### src/rtl/data_in_window.sv
// data_in_window: collects incoming words into a DEPTH-tap window.
// Frame mode emits disjoint groups of DEPTH words; sliding mode emits one
// window per word once the taps are full. Tap 0 holds the newest word.

`ifndef WORD_SIZE
`define WORD_SIZE 8
`endif

// One window tap: loads on enable, clears synchronously, holds otherwise
module data_in_window_tap #(
  parameter int WIDTH = 8
) (
  input  logic             clk,
  input  logic             areset,
  input  logic             clr,
  input  logic             en,
  input  logic [WIDTH-1:0] d,
  output logic [WIDTH-1:0] q
);
  // clear wins over load; holding when idle keeps unaccepted in_data out
  always_ff @(posedge clk or posedge areset) begin
    if (areset)   q <= '0;
    else if (clr) q <= '0;
    else if (en)  q <= d;
  end
endmodule

module data_in_window #(
  parameter int WIDTH   = `WORD_SIZE,
  parameter int DEPTH   = 3,
  parameter bit SLIDING = 1'b0
) (
  input  logic                       clk,
  input  logic                       areset,
  input  logic                       flush,
  input  logic                       in_valid,
  output logic                       in_ready,
  input  logic [WIDTH-1:0]           in_data,
  output logic                       out_valid,
  input  logic                       out_ready,
  output logic [WIDTH*DEPTH-1:0]     out_data,
  output logic [$clog2(DEPTH+1)-1:0] fill_level
);
  localparam int            FW   = $clog2(DEPTH+1);
  localparam logic [FW-1:0] FULL = FW'(DEPTH);

  logic [DEPTH-1:0][WIDTH-1:0] taps;
  logic [DEPTH-1:0][WIDTH-1:0] tap_d;
  logic [FW-1:0]               fill, fill_nxt;
  logic                        fresh, fresh_nxt;
  logic                        push, pop;

  // Accept only when the held window is gone or leaving this cycle;
  // deliberately independent of in_valid/in_data.
  assign in_ready = !flush && (!fresh || out_ready);
  assign push     = in_valid && in_ready;
  assign pop      = fresh && out_ready;

  // Shift chain: tap 0 takes the new word, tap k takes tap k-1
  genvar k;
  generate
    for (k = 0; k < DEPTH; k++) begin : g_tap
      if (k == 0) begin : g_head
        assign tap_d[k] = in_data;
      end else begin : g_body
        assign tap_d[k] = taps[k-1];
      end
      data_in_window_tap #(.WIDTH(WIDTH)) u_tap (
        .clk    (clk),
        .areset (areset),
        .clr    (flush),
        .en     (push),
        .d      (tap_d[k]),
        .q      (taps[k])
      );
    end
  endgenerate

  // Next fill level / window flag from the push and pop of this cycle
  always_comb begin
    fill_nxt  = fill;
    fresh_nxt = fresh;
    if (push) begin
      // frame mode restarts the group with this word when the window leaves
      if (pop && !SLIDING)  fill_nxt = FW'(1);
      else if (fill != FULL) fill_nxt = fill + 1'b1;
      fresh_nxt = (fill_nxt == FULL);
    end else if (pop) begin
      // sliding mode keeps the taps full; frame mode starts a new group
      fill_nxt  = SLIDING ? FULL : '0;
      fresh_nxt = 1'b0;
    end
  end

  // Occupancy state; flush overrides any transfer on the same edge
  always_ff @(posedge clk or posedge areset) begin
    if (areset) begin
      fill  <= '0;
      fresh <= 1'b0;
    end else if (flush) begin
      fill  <= '0;
      fresh <= 1'b0;
    end else begin
      fill  <= fill_nxt;
      fresh <= fresh_nxt;
    end
  end

  assign out_valid  = fresh;
  assign out_data   = taps;
  assign fill_level = fill;
endmodule

### config.mk
export PLATFORM = sky130hd
export DESIGN_NAME = data_in_window
export DESIGN_NICKNAME = d
export VERILOG_FILES = /design/src/rtl/data_in_window.sv
export SDC_FILE = /design/constraint.sdc
export NUM_CORES = 1
export LEC_CHECK = 0
export ABC_AREA = 1
export CAP_MARGIN = 15
export CORE_MARGIN = 2
export CORE_UTILIZATION = 39
export CTS_CLUSTER_SIZE = 12
export DETAILED_ROUTE_END_ITERATION = 16
export HOLD_SLACK_MARGIN = 0.1
export PLACE_DENSITY = 0.76
export SYNTH_ARGS = -nofsm -noshare
export SYNTH_HDL_FRONTEND = slang
export SYNTH_SLANG_ARGS = --single-unit
### constraint.sdc
create_clock -name clk -period 1.2 [get_ports clk]
set_clock_uncertainty 0.1 [all_clocks]
set_input_delay 0.12 -clock clk [delete_from_list [all_inputs] [get_ports clk]]
set_output_delay 0.12 -clock clk [all_outputs]
set_load 0.05 [all_outputs]
==> results_dict.tcl <==
set metrics [dict create \
    status "finished, violations left" \
    violations "DRC, setup timing" \
    hold_class "input pin to register" \
    worst_slew_pin_slew_ps 537 \
    endpoint_kind "output pin" \
    ys_warn_count 0 \
    insertion_delay_ps 330 \
    clock_path_buffers 2 \
    post-route-util_pct 78.8 \
    port_buffers 40 \
    die_w_um 58.8 \
    power.leakage_uw 0.00107 \
    avgSynthCellArea_um2 9.30 \
    ys_types 13 \
    placed_cells 197 \
    top_usage_layer "met2" \
    die_h_um 58.8 \
    fin_ws_ps -230 \
    grt_usage_pct 22.7 \
    hpwlAfterDp_mm 2.21 \
    final_cell_mix "48 x nand3_1, 30 x buf_12, 26 x nand2_1, 18 x dfrtp_1, 17 x buf_4" \
    cp.required_ps 980 \
    row_count 19 \
    critical_path.most_common_cell "buf_12" \
    core_um2 2810 \
    grt_pass1_wl_mm 5.92 \
    viasPerCell 5.86 \
    diodes 0 \
    totalWireLength_mm 3.97 \
    p_per_area_nw_per_um2 972 \
    drive_gt1_share_pct 42.3 \
    grt_max_degree 28 \
    slowest_delay_ps 450 \
    netlist_instances 126 \
    period_share_pct 119 \
    root_buffer "clkbuf_4" \
    areaGrowthSynthToFinish_pct 88.6 \
    path_max_fanout 2 \
    dieArea_um2 3460 \
    max_freq_ghz 0.699 \
    dp_slack_ps -331 \
    grt_use_met3_pct 3.74 \
    antenna_found_initial 0 \
    setup_viol 28 \
    crit_slowest_cell "dfrtp_2" \
    place_area_um2 1940 \
    gr-usage-met2_pct 36.2 \
    first_pass_iters 10 \
    period_needed_ps 1430 \
    wl_per_cell_um 18.0 \
    clock-sinks 27 \
    final_common_cell "nand3_1" \
    cts_tree "built" \
    route.detailed.drc 2 \
    grt_pass1_vias 1252 \
    design_area_um2 2210 \
    postRouteAntennaNets 0 \
    maxCapViolations 0 \
    crit_arrival_ps 1210 \
    critical_path_class "register to output pin" \
    io_pins 41 \
    path_clk_slew_ps 150 \
    synth_area_um2 1170 \
    fin_tns_setup_ps -3610 \
    vias 1290 \
    irDropWorstVdd_v 0.000586 \
    grt_setup_unrepaired "yes" \
    syn_nets 139 \
    met1_usage_pct 30.0 \
    hold_viol 0 \
    drt-initial-drc-count 70 \
    nNetsFinal 203 \
    h-tree-depth 1 \
    gr-total-overflow 0 \
    worst_setup_path_start_kind "register" \
    fin_cells 220 \
    maxSlewHeadroom_pct 64.1 \
    crit_chain "a21oi_4 -> buf_12 -> buf_12" \
    ys_seq_area_share_pct 57.6 \
    synth_area_leaders "dfrtp_1 58%, nand3_1 23%, nand2_1 9.0%" \
    drv_slew 0 \
    yosys.area.top_type "dfrtp_1" \
    gp_congestion 0.700 \
    ys_ff_latch 27 \
    start_util_pct 41.8 \
    netlist.area_leader.share_pct 57.6 \
    numCtsBuffers 3 \
]
## state kept, by name, summed over array words and instances, names as in the netlist
name and cells:
g_tap.u_tap.q 24, out_valid 1, fill_level 2
## power breakdown
| part | switching (uW) | total [uW] | internal, uW |
|---|---|---|---|
| Combinational | 375 | 719 | 344 |
| Clock | 280 | 405 | 125 |
| Sequential | 63.9 | 1020 | 960 |
| Total | 719 | 2150 | 1430 |
## path summary, 6_finish.rpt
| check | from | to | slack (ps) | cells past startpoint |
|---|---|---|---|---|
| max | out_valid | in_ready | -230 | 3 |
| min | in_data[0] | g_tap[0].u_tap.q[0] | 240 | 3 |
| max reg2reg | out_valid | g_tap[2].u_tap.q[0] | -230 | 7 |
| min reg2reg | g_tap[1].u_tap.q[1] | g_tap[2].u_tap.q[1] | 490 | 2 |
| max in group asynchronous | areset | g_tap[1].u_tap.q[6] | 270 | 4 |
| min in group asynchronous | areset | g_tap[2].u_tap.q[1] | 560 | 4 |
## critical path, delay by kind of cell, from the launching register on
family / cells / cell delay (ps)
compound gates: 1 / 180
buf+inv: 2 / 250
flops: 1 / 450
## cells by family after synthesis
| group | Yosys count | share of synthesized area, % |
|---|---|---|
| simple gates | 82 | 33.1 |
| flops | 27 | 57.6 |
| buf+inv | 13 | 6.62 |
| compound gates | 4 | 2.67 |
## final cells by class
class	count	area (um^2)
Timing Repair Buffer	65	932
Inverter	4	15.0
Clock inverter	1	5.00
Multi-Input combinational cell	89	510
Clock buffer	3	22.5
Tap cell	31	38.8
Sequential cell	27	687
Fill cell	173	594
## cells in the mapped netlist
cell type   n
a21oi_1     2
a21oi_4     1
buf_2       2
buf_4       3
buf_6       2
clkbuf_1    2
dfrtp_1    27
inv_1       2
inv_2       2
nand2_1    28
nand3_1    53
nand3_4     1
o21ai_0     1
## layer usage
metal,wire length [um],up-vias
met5,0,-
met4,41,0
met3,249,6
met2,2160,75
met1,1520,646
li1,-,563
## what timing repair did
item	CTS	global route
resized for setup	12	12
setup endpoints to repair	30	47
buffers inserted	5	10
endpoints found under the hold margin	27	0
pin swaps	2	2
hold buffers	1	0
gates cloned	3	1
## through the flow
| step | total power [uW] | hold WS [ps] |
|---|---|---|
| floorplan | 1320 | 72.6 |
| global placement | 1640 | 367 |
| detailed placement | 1650 | 387 |
| CTS | 2080 | 245 |
| global route | 2220 | 256 |
| finish | 2150 | 240 |
(Power assumes the default switching activity.)
